`src/rtl/ram_arbiter_pkg.sv`:
```
// Shared definitions for the RAM arbiter: FSM state encoding and bus unit codes.
// The unit codes mirror the values the rest of the bus uses for RAM and "no unit".
package ram_arbiter_pkg;

    typedef enum logic [1:0] {
        ST_IDLE   = 2'd0,
        ST_ACCESS = 2'd1,
        ST_RESP   = 2'd2
    } arb_state_e;

    localparam logic [3:0] RAM_UNIT_CODE  = 4'h2;
    localparam logic [3:0] NONE_UNIT_CODE = 4'h0;

endpackage

```
`src/rtl/ram_arbiter_rr_arb2.sv`:
```
// Combinational two-way round-robin picker: among unmasked requests, a tie goes
// to the requester that was not granted last.
module rr_arb2
    import ram_arbiter_pkg::*;
(
    input  logic [1:0] req,
    input  logic [1:0] mask,
    input  logic       last_gnt,
    output logic       gnt_valid,
    output logic       gnt_id
);

    logic [1:0] cand;

    always_comb begin
        cand      = req & ~mask;
        gnt_valid = |cand;
        gnt_id    = 1'b0;
        if (&cand) begin
            gnt_id = ~last_gnt;
        end else begin
            gnt_id = cand[1];
        end
    end

endmodule

```
`src/rtl/ram_arbiter.sv`:
```
// Shares the single-port RAM between the core (port 0) and debug/DMA (port 1).
// Every output is a flop; the RAM sees one driven cycle (ACCESS) per transaction.
module ram_arbiter
    import ram_arbiter_pkg::*;
#(
    parameter int         DATA_WIDTH     = 8,
    parameter int         RAM_ADDR_WIDTH = 8,
    parameter logic [3:0] RAM_CODE       = RAM_UNIT_CODE,
    parameter logic [3:0] NONE_CODE      = NONE_UNIT_CODE
) (
    input  logic                      clk,
    input  logic                      rst_n,
    input  logic                      req0,
    input  logic                      req1,
    input  logic                      we0,
    input  logic                      we1,
    input  logic [RAM_ADDR_WIDTH-1:0] addr0,
    input  logic [RAM_ADDR_WIDTH-1:0] addr1,
    input  logic [DATA_WIDTH-1:0]     wdata0,
    input  logic [DATA_WIDTH-1:0]     wdata1,
    output logic                      ack0,
    output logic                      ack1,
    output logic [DATA_WIDTH-1:0]     rdata0,
    output logic [DATA_WIDTH-1:0]     rdata1,
    output logic [DATA_WIDTH-1:0]     ram_addr_bus,
    output logic [RAM_ADDR_WIDTH-1:0] ram_addr,
    output logic [DATA_WIDTH-1:0]     ram_wdata,
    input  logic [DATA_WIDTH-1:0]     ram_rdata,
    output logic                      busy
);

    arb_state_e                state_q, state_d;
    logic                      gnt_q, gnt_d;
    logic                      we_q, we_d;
    logic                      last_gnt_q, last_gnt_d;
    logic                      ack0_q, ack0_d;
    logic                      ack1_q, ack1_d;
    logic [DATA_WIDTH-1:0]     rdata0_q, rdata0_d;
    logic [DATA_WIDTH-1:0]     rdata1_q, rdata1_d;
    logic [DATA_WIDTH-1:0]     ram_addr_bus_q, ram_addr_bus_d;
    logic [RAM_ADDR_WIDTH-1:0] ram_addr_q, ram_addr_d;
    logic [DATA_WIDTH-1:0]     ram_wdata_q, ram_wdata_d;
    logic                      busy_q, busy_d;

    logic [1:0] arb_mask;
    logic       gnt_valid;
    logic       gnt_id;

    // The requester being acked in RESP is masked so a held req cannot be re-granted.
    assign arb_mask = (state_q == ST_RESP) ? (gnt_q ? 2'b10 : 2'b01) : 2'b00;

    rr_arb2 u_rr_arb2 (
        .req       ({req1, req0}),
        .mask      (arb_mask),
        .last_gnt  (last_gnt_q),
        .gnt_valid (gnt_valid),
        .gnt_id    (gnt_id)
    );

    always_comb begin
        state_d        = state_q;
        gnt_d          = gnt_q;
        we_d           = we_q;
        last_gnt_d     = last_gnt_q;
        ack0_d         = 1'b0;
        ack1_d         = 1'b0;
        rdata0_d       = '0;
        rdata1_d       = '0;
        ram_addr_bus_d = '0;
        ram_addr_d     = '0;
        ram_wdata_d    = '0;

        case (state_q)
            ST_IDLE, ST_RESP: begin
                if (gnt_valid) begin
                    state_d     = ST_ACCESS;
                    gnt_d       = gnt_id;
                    last_gnt_d  = gnt_id;
                    we_d        = gnt_id ? we1 : we0;
                    ram_addr_d  = gnt_id ? addr1 : addr0;
                    ram_wdata_d = gnt_id ? wdata1 : wdata0;
                    ram_addr_bus_d = (gnt_id ? we1 : we0)
                                   ? DATA_WIDTH'({NONE_CODE, RAM_CODE})
                                   : DATA_WIDTH'({RAM_CODE, NONE_CODE});
                end else begin
                    state_d = ST_IDLE;
                end
            end
            // RAM read data is combinational, so it is captured as ACCESS ends.
            ST_ACCESS: begin
                state_d = ST_RESP;
                if (gnt_q) begin
                    ack1_d   = 1'b1;
                    rdata1_d = we_q ? '0 : ram_rdata;
                end else begin
                    ack0_d   = 1'b1;
                    rdata0_d = we_q ? '0 : ram_rdata;
                end
            end
            default: state_d = ST_IDLE;
        endcase

        busy_d = (state_d != ST_IDLE);
    end

    always_ff @(posedge clk) begin
        if (!rst_n) begin
            state_q        <= ST_IDLE;
            gnt_q          <= 1'b0;
            we_q           <= 1'b0;
            last_gnt_q     <= 1'b1;
            ack0_q         <= 1'b0;
            ack1_q         <= 1'b0;
            rdata0_q       <= '0;
            rdata1_q       <= '0;
            ram_addr_bus_q <= '0;
            ram_addr_q     <= '0;
            ram_wdata_q    <= '0;
            busy_q         <= 1'b0;
        end else begin
            state_q        <= state_d;
            gnt_q          <= gnt_d;
            we_q           <= we_d;
            last_gnt_q     <= last_gnt_d;
            ack0_q         <= ack0_d;
            ack1_q         <= ack1_d;
            rdata0_q       <= rdata0_d;
            rdata1_q       <= rdata1_d;
            ram_addr_bus_q <= ram_addr_bus_d;
            ram_addr_q     <= ram_addr_d;
            ram_wdata_q    <= ram_wdata_d;
            busy_q         <= busy_d;
        end
    end

    assign ack0         = ack0_q;
    assign ack1         = ack1_q;
    assign rdata0       = rdata0_q;
    assign rdata1       = rdata1_q;
    assign ram_addr_bus = ram_addr_bus_q;
    assign ram_addr     = ram_addr_q;
    assign ram_wdata    = ram_wdata_q;
    assign busy         = busy_q;

endmodule

```
`config.mk`:
```
export PLATFORM = sky130hd
export DESIGN_NAME = ram_arbiter
export DESIGN_NICKNAME = d
export VERILOG_FILES = /design/src/rtl/ram_arbiter_pkg.sv /design/src/rtl/ram_arbiter_rr_arb2.sv /design/src/rtl/ram_arbiter.sv
export SDC_FILE = /design/constraint.sdc
export NUM_CORES = 1
export LEC_CHECK = 0
export BUFFER_PORTS_ARGS = -buffer_cell sky130_fd_sc_hd__buf_2
export CAP_MARGIN = 20
export CORE_MARGIN = 8
export CORE_UTILIZATION = 35
export DETAILED_ROUTE_END_ITERATION = 12
export PLACE_DENSITY = 0.69
export SLEW_MARGIN = 10
export SYNTH_ARGS = -nofsm -noshare
export SYNTH_HDL_FRONTEND = slang
export SYNTH_SLANG_ARGS = --single-unit
```
`constraint.sdc`:
```
create_clock -name clk -period 1.6 [get_ports clk]
set_input_delay 0.08 -clock clk [delete_from_list [all_inputs] [get_ports clk]]
set_output_delay 0.08 -clock clk [all_outputs]
set_load 0.01 [all_outputs]
```
After elaboration in Yosys (flattened, before gate mapping)
Index checks and enable logic that the tools add are counted.

word-level totals
  flip-flop bits (word level) = 48
  bits of input ports = 46
  logic and storage cells = 41

operators by class
  equal/unequal tests = 2
  multiplexer cells = 12
  bitwise logic cells = 5
  reduce and logical (&&, ||, !) cells = 10

operators by type and width
  kind                                            number
  2-to-1 mux 8 bit                                3
  2-to-1 mux 6 bit                                1
  AND reduction 2 bit                             3
  AND reduction 3 bit                             2
  2-to-1 mux 1 bit                                5
  2-to-1 mux 2 bit                                2
  case mux 2 bit (2 select lines)                 1
  OR reduction 2 bit                              2
  inverter 1 bit                                  3
  OR reduction 3 bit                              1
  AND 2 bit                                       1
  == test 2 x 1 -> 1 bit (second input constant)  1
  == test 2 bit (second input constant)           1
  logical NOT 2 bit                               1
  inverter 2 bit                                  1
  nonzero test 2 bit                              1

Logic depth before layout (Yosys ltp)
Gate-level depths: netlist of the first run.

  word-level depth = 8
  depth in mapped cells = 6

Cells and area by module
Synthesis of the first run repeated with hierarchy kept, for this count alone.

second synthesis, totals
  cells, all modules = 138
  area total of the unflattened synthesis = 1,457.6 um^2

by module, submodules not included
  module       instances  cells each  area each (um^2)
  ram_arbiter  1          133         1,418.9
  rr_arb2      1          5           38.8

Worst setup path after synthesis of the first run
OpenSTA, ideal clock, no wires.

  kind = flip-flop to flip-flop
  from = reg state_q[1]
  to = reg ram_addr_q[1] (netlist: ram_addr[1])
  arrival time = 1.155 ns
  path slack = 0.325 ns
  stages on the path, launching flop included = 7
  period minus slack after synthesis = 1.275 ns
  cell sequence = dfxtp_1 > nor2b_4 > o211ai_2 > buf_6 > buf_6 > mux2i_1 > nor2_1

between the ends
  cells in the longest elaborated chain, start to end = 7
  elaborated cells between the ends (all ways) = 11

RTL lines
  what                      line                                  RTL
  start: declaration        ram_arbiter.sv:32                     arb_state_e state_q, state_d;
  start signal: assignment  ram_arbiter.sv:121                    state_q <= state_d;
  == test 2 bit             ram_arbiter.sv:50, ram_arbiter.sv:73
  2-to-1 mux 2 bit          ram_arbiter.sv:50                     assign arb_mask = (state_q == ST_RESP) ? (gnt_q ? 2'b10 : 2'b01) : 2'b00;
  inverter 2 bit            ram_arbiter_rr_arb2.sv:16             cand = req & ~mask;
  AND 2 bit                 ram_arbiter_rr_arb2.sv:16
  AND reduction 2 bit       ram_arbiter_rr_arb2.sv:19             if (&cand) begin
  2-to-1 mux 1 bit          ram_arbiter_rr_arb2.sv:19
  2-to-1 mux 8 bit          ram_arbiter.sv:80                     ram_addr_d = gnt_id ? addr1 : addr0;
  end signal: assignment    ram_arbiter.sv:130                    ram_addr_q <= ram_addr_d;
  end: declaration          ram_arbiter.sv:41                     logic [RAM_ADDR_WIDTH-1:0] ram_addr_q, ram_addr_d;

Parallel ways exist; a longest one is shown, timed or not.
A chain may end at the register's enable or synchronous reset.

Final worst setup path of the first run
  from = reg state_q[1]
  to = reg ram_addr_q[3] (netlist: ram_addr[3])

Same word-level chain as after synthesis.

==> results of run 1 <==
[flip-flops by register name, summed over array words and instances (netlist names)]
register and cells:
ack0 1, ack1 1, busy 1, gnt_q 1, last_gnt_q 1, ram_addr 8
ram_addr_bus 2, ram_wdata 8, rdata0 8, rdata1 8, state_q 2, we_q 1
[power by group through the flow]
stage,Sequential (mW),Clock [mW],Combinational (mW)
after floorplan,1.17,0,0.160
after CTS,1.12,0.840,0.301
after global placement,1.15,0,0.297
after detailed placement,1.15,0,0.299
after global routing,1.13,0.877,0.327
final,1.12,0.808,0.294
[area by class of cell]
cell class                      count  share of cell area
Multi-Input combinational cell     84               0.259
Tap cell                           50              0.0314
Inverter                            5             0.00942
Clock buffer                        6              0.0364
Timing Repair Buffer               85               0.223
Sequential cell                    42               0.422
Clock inverter                      2              0.0188
[worst max-delay path by stage]
stage,end,slack [ns],startpoint
after global placement,ram_wdata[3],0.29,state_q[1]
after CTS,ram_addr[3],0.24,state_q[1]
final,ram_addr[3],0.25,state_q[1]
after floorplan,ram_addr[1],0.33,state_q[1]
after detailed placement,we_q,0.24,state_q[1]
after global routing,ram_addr[3],0.14,state_q[1]
[worst reg2reg max path, delay by kind of cell, from the launching register on]
kind,cells,cell delay (ns)
AO/OA/AOI/OAI,1,0.28
flip-flops,1,0.36
AND/OR/NAND/NOR,2,0.19
multiplexers,1,0.22
buffers and inverters,1,0.21
[metrics by stage]
stage,power (mW),cell area [sq um],utilization,hold slack [ns],worst slack [ns]
floorplan,1.33,1460,-,0.198,0.325
global placement,1.44,1880,0.474,0.310,0.289
detailed placement,1.45,1880,0.474,0.316,0.245
CTS,2.26,1990,0.502,0.00424,0.243
global route,2.34,1990,0.502,0.0104,0.144
finish,2.23,1990,0.502,0.0171,0.247
[cell families after synthesis]
| family | share of synthesized area |
|---|---|
| AO/OA/AOI/OAI | 0.0496 |
| buffers and inverters | 0.0704 |
| flip-flops | 0.584 |
| multiplexers | 0.118 |
| other | 0.00261 |
| AND/OR/NAND/NOR | 0.175 |
[metal layers]
layer / track usage / up-vias / share of wire
li1: - / 599 / -
met1: 0.106 / 493 / 0.40
met2: 0.153 / 72 / 0.39
met3: 0.0960 / 4 / 0.20
met4: 0.0327 / 0 / 0.010
met5: 0 / - / 0
[layout by cell type (no fill, tap or decap)]
cell type	instances
buf_2	82
dfxtp_1	42
nor2_1	34
mux2i_1	17
nand2b_1	10
conb_1	6
inv_1	5
clkbuf_8	5
nand2_1	3
buf_4	2
a31oi_1	1
a21o_1	1
nand3_2	1
nor2b_4	1
nand3b_1	1
o211ai_2	1
nor2b_1	1
nor3b_2	1
a21boi_0	1
o21a_1	1
a21oi_1	1
a311oi_1	1
a211o_1	1
o21bai_1	1
bufinv_16	1
clkinvlp_4	1
clkbuf_1	1
buf_12	1
==> impl_metrics.py, run 1 <==
metrics = {
    "run_status": {
        "outcome": "completed",
    },
    "synthesis": {
        "synth_warnings": 0,
        "synthCells": 136,
        "ys_ff_latch": 42,
        "syn_area_sq_um": 1440,
        "ys_types": 24,
        "synth-edff-count": 0,
        "synthTopCellsByArea": "dfxtp_1, mux2i_1, nor2_1",
        "synthArstFlopShare": 0,
        "yosysSeqAreaShare": 0.584,
        "synth_top_cell_by_area": "dfxtp_1",
        "synth_most_common_cell": "dfxtp_1",
        "synth_area_per_cell_sq_um": 10.6,
        "synth_top_cell_area_share": 0.584,
        "synth_common_cells": "dfxtp_1, nor2_1, mux2i_1",
        "synth_ff_type": "dfxtp_1",
    },
    "min_path": {
        "worstHoldStart": "wdata1[2]",
        "hold_path_depth": 3,
        "whs_endpoint": "ram_wdata[2]",
        "min_path_type": "input port to flop",
    },
    "global_routing": {
        "grt_pass1_vias": 1246,
        "grt_use_total": 0.105,
        "grt_max_degree": 20,
        "globalRouteOverflowTotal": 0,
        "antenna_found_initial": 0,
        "grt_pass1_wl_um": 5330,
    },
    "cts": {
        "cts_tree": "yes",
        "cts_hold_repair.buffers": 0,
        "cts_resized": 0,
        "cts.htree.levels": 2,
        "clkTransAtPathRegs_ns": 0.08,
        "clkLatencyLatePin_ns": 0.29,
        "clk_path_buf_depth": 2,
        "clock-sinks": 42,
        "cts_setup_buffers": 0,
        "cts_root_buf": "clkbuf_8",
        "cts_made_buffers": 5,
    },
    "worst_setup_path": {
        "end_kind": "flop",
        "reg2reg_to": "ram_addr[3]",
        "crit_fanout": 16,
        "cp.depth": 5,
        "critPathLaunchType": "flop",
        "crit_path_top_delay_cell": "dfxtp_1",
        "cp_cell_sequence": "nor2b_4 -> o211ai_2 -> buf_12 -> mux2i_1 -> nor2_1",
        "r2r-start": "state_q[1]",
        "cp_num_buf_inv": 1,
        "rr_worst_depth": 5,
        "crit_type": "flop to flop",
        "critPathTopFamily": "flip-flops",
        "r2r_setup_slack_ns": 0.25,
        "arrival_ns": 1.53,
        "worstPathRequired_ns": 1.78,
        "slowest_delay_ns": 0.36,
    },
    "placed_design": {
        "port_buffers": 82,
        "place_congestion": 0.830,
        "placed_cells": 266,
        "dp.final_hpwl_um": 2760,
    },
    "routing": {
        "wl_per_cell_um": 12.4,
        "routed-via-count": 1168,
        "drtIter0Drc": 32,
        "via_per_inst": 4.26,
        "route.detailed.drc": 0,
        "ant_nets": 0,
        "first_pass_iters": 2,
        "wirelength_um": 3390,
    },
    "power": {
        "intPower_mw": 1.71,
        "powerDensity_nw_per_um2": 1120,
        "ir_drop_mv": 0.591,
        "pwr-share-seq": 0.505,
        "netSwitchingFraction": 0.230,
        "pwr-share-clk": 0.363,
        "p_leak_nw": 1.10,
        "netSwitchingPower_mw": 0.512,
        "comb_power_share": 0.132,
    },
    "finish": {
        "areaGrowthSynthToFinish_pct": 38.5,
        "drive_above_1_share": 0.429,
        "antenna_cells": 0,
        "instances_no_fill": 274,
        "seqCellArea_sq_um": 841,
        "multiInputGateArea_sq_um": 515,
        "fillers": 388,
        "final_nets": 269,
    },
    "timing": {
        "fin_skew_ns": 0.00812,
        "rsz0062_at_grt": "no",
        "max_freq_ghz": 0.739,
        "min_period_ns": 1.35,
        "hold_viol_final": 0,
        "finalMaxSlewViolations": 0,
        "finalCritPeriodShare": 0.846,
        "setup_viol": 0,
        "setup_tns_ns": 0,
    },
    "floorplanning": {
        "initial_utilization": 0.362,
        "dieArea_sq_um": 6420,
        "ioPinCount": 89,
        "coreArea_sq_um": 3970,
        "num_rows": 23,
        "die_h_um": 80.1,
        "die_x_um": 80.1,
    },
    "job": {
        "maxCapViolCount": 0,
    },
}
No activity file was read; power rests on OpenSTA's default activity.
==> run 2: changes to the inputs <==
Settings changed: ABC_AREA set to 1, PLACE_DENSITY 0.69 to 0.68.
Clock period 1.6 ns to 1.3 ns, I/O delays scaled along.
==> impl_metrics.py, run 2 <==
metrics = {
    "floorplanning": {
        "num_rows": 24,
        "ioPinCount": 89,
        "coreArea_sq_um": 4290,
        "initial_utilization": 0.360,
        "die_x_um": 82.5,
        "die_h_um": 82.5,
        "dieArea_sq_um": 6810,
    },
    "min_path": {
        "min_path_type": "input port to flop",
        "hold_path_depth": 3,
    },
    "timing": {
        "finalMaxSlewViolations": 0,
        "finalCritPeriodShare": 0.943,
        "hold_viol_final": 0,
        "max_slew_margin": 0.636,
        "max_freq_ghz": 0.816,
        "worst_pin_slew_ns": 0.545,
        "setup_viol": 0,
        "fin_skew_ns": 0.00463,
        "min_period_ns": 1.23,
    },
    "power": {
        "ir_drop_mv": 0.463,
        "netSwitchingFraction": 0.258,
        "p_leak_nw": 1.11,
        "pwr-share-clk": 0.294,
        "comb_power_share": 0.169,
        "netSwitchingPower_mw": 0.669,
        "pwr-share-seq": 0.537,
        "intPower_mw": 1.92,
        "total_power_mw": 2.59,
        "powerDensity_nw_per_um2": 1210,
    },
    "finish": {
        "fillers": 416,
        "seqCellArea_sq_um": 843,
        "final_cell_mix": "buf_2, dfxtp_1, nand3_1",
        "antenna_cells": 0,
        "multiInputGateArea_sq_um": 564,
        "final_common_cell": "buf_2",
        "design_area_sq_um": 2130,
        "instances_no_fill": 304,
        "areaGrowthSynthToFinish_pct": 37.7,
        "drive_above_1_share": 0.528,
        "final_nets": 298,
    },
    "synthesis": {
        "synth_area_per_cell_sq_um": 9.67,
        "ys_ff_latch": 42,
        "synth_common_cells": "dfxtp_1, nand3_1, nor3_1",
        "synth_ff_type": "dfxtp_1",
        "synth_top_cell_area_share": 0.543,
        "synthArstFlopShare": 0,
        "synth_most_common_cell": "dfxtp_1",
        "synthCells": 160,
        "yosysSeqAreaShare": 0.543,
        "synth_top_cell_by_area": "dfxtp_1",
        "synthTopCellsByArea": "dfxtp_1, nand3_1, a21oi_2",
        "ys_types": 21,
        "synth-edff-count": 0,
        "syn_area_sq_um": 1550,
        "synth_warnings": 0,
    },
    "worst_setup_path": {
        "crit_type": "flop to flop",
        "end_kind": "flop",
        "critPathLaunchType": "flop",
        "worstPathRequired_ns": 1.52,
        "rr_worst_depth": 8,
        "arrival_ns": 1.45,
        "crit_fanout": 10,
    },
    "global_routing": {
        "busiest_layer": "met2",
        "grt_use_total": 0.115,
        "grt_pass1_vias": 1404,
        "antenna_found_initial": 0,
        "use_met1": 0.107,
        "grt_pass1_wl_um": 6010,
        "grt_max_degree": 18,
        "globalRouteOverflowTotal": 0,
        "met3_usage": 0.0703,
        "met2_usage": 0.199,
    },
    "cts": {
        "cts_hold_repair.buffers": 0,
        "clock-sinks": 42,
        "cts_made_buffers": 5,
        "cts_root_buf": "clkbuf_8",
        "clk_path_buf_depth": 2,
        "clkTransAtPathRegs_ns": 0.07,
        "cts_tree": "yes",
        "clkLatencyLatePin_ns": 0.28,
        "cts.htree.levels": 2,
    },
    "placed_design": {
        "place_congestion": 0.769,
        "post_dp_cell_area_sq_um": 2000,
        "placed_cells": 291,
        "dp.final_hpwl_um": 3140,
        "port_buffers": 82,
    },
    "routing": {
        "ant_nets": 0,
        "drtIter0Drc": 25,
        "route.detailed.drc": 0,
        "first_pass_iters": 4,
        "via_per_inst": 4.46,
        "wirelength_um": 3960,
        "wl_per_cell_um": 13.0,
        "routed-via-count": 1355,
    },
    "run_status": {
        "outcome": "completed",
    },
    "job": {
        "maxCapViolCount": 0,
    },
}
==> run 2: changes by cell type after synthesis, sizes merged, moves of 2 or more <==
cell    change
nor2       -33
nand2      +26
nand3      +23
mux2i      -17
nor3       +17
a21oi      +16
inv        +11
nand2b     -10
nor2b       -2
==> run 2: worst paths after layout <==
path	to	slack [ns]	from
setup / recovery	ram_addr[5]	0.07	state_q[0]
hold / removal	ram_addr[2]	0.02	addr0[2]
setup reg to reg	ram_addr[5]	0.07	state_q[0]
hold reg to reg	state_q[1]	0.49	state_q[1]
==> run 2: power by group through the flow <==
stage	Clock, mW	Combinational [mW]	Sequential [mW]
after floorplan	0	0.243	1.43
after global placement	0	0.416	1.42
after detailed placement	0	0.422	1.42
after CTS	0.799	0.423	1.39
after global routing	0.854	0.486	1.40
final	0.760	0.438	1.39
==> run 2: cell type report <==
cell class,count,share of cell area
flip-flops and latches,42,0.396
clock buffers,7,0.0358
inverters,16,0.0317
well taps,52,0.0305
repair buffers,92,0.241
multi-input cells,95,0.265
==> run 2: critical path, stage by stage (launching register included) <==
cell      delay, ns
dfxtp_1        0.33
inv_4          0.11
nand3_1        0.09
nand2_2        0.11
clkinv_4       0.11
nand2_8        0.11
buf_4          0.14
nand2_2        0.05
a21oi_2        0.11
==> run 2: repair_timing <==
item | CTS | global route
gates resized for setup | 0 | 6
endpoints found under the setup margin | 0 | 11
setup buffers | 0 | 6
hold endpoints to repair | 0 | 0
==> run 2: layer usage <==
| layer | vias up | wire length [um] | part of all wire |
|---|---|---|---|
| met5 | - | 0 | 0 |
| met4 | 0 | 48 | 0.012 |
| met3 | 4 | 622 | 0.16 |
| met2 | 66 | 1940 | 0.49 |
| met1 | 597 | 1350 | 0.34 |
| li1 | 688 | - | - |
==> run 2: kinds of logic after synthesis <==
group / count (synthesis) / share of synthesized area
AO/OA/AOI/OAI: 17 / 0.0792
buffers and inverters: 28 / 0.104
other: 1 / 0.00242
flip-flops: 42 / 0.543
AND/OR/NAND/NOR: 72 / 0.271
==> run 2: through the flow <==
| step | hold WS [ns] | setup TNS [ns] | util | worst slack (ns) |
|---|---|---|---|---|
| 3_3_place_gp | 0.311 | 0 | 0.465 | 0.0879 |
| 6_report | 0.0151 | 0 | 0.496 | 0.0740 |
| 2_1_floorplan | 0.149 | 0 | - | 0.158 |
| 3_5_place_dp | 0.319 | 0 | 0.465 | 0.0444 |
| 4_1_cts | 0.00380 | 0 | 0.483 | 0.0365 |
| 5_1_grt | 0.0119 | -0.0209 | 0.496 | -0.0124 |
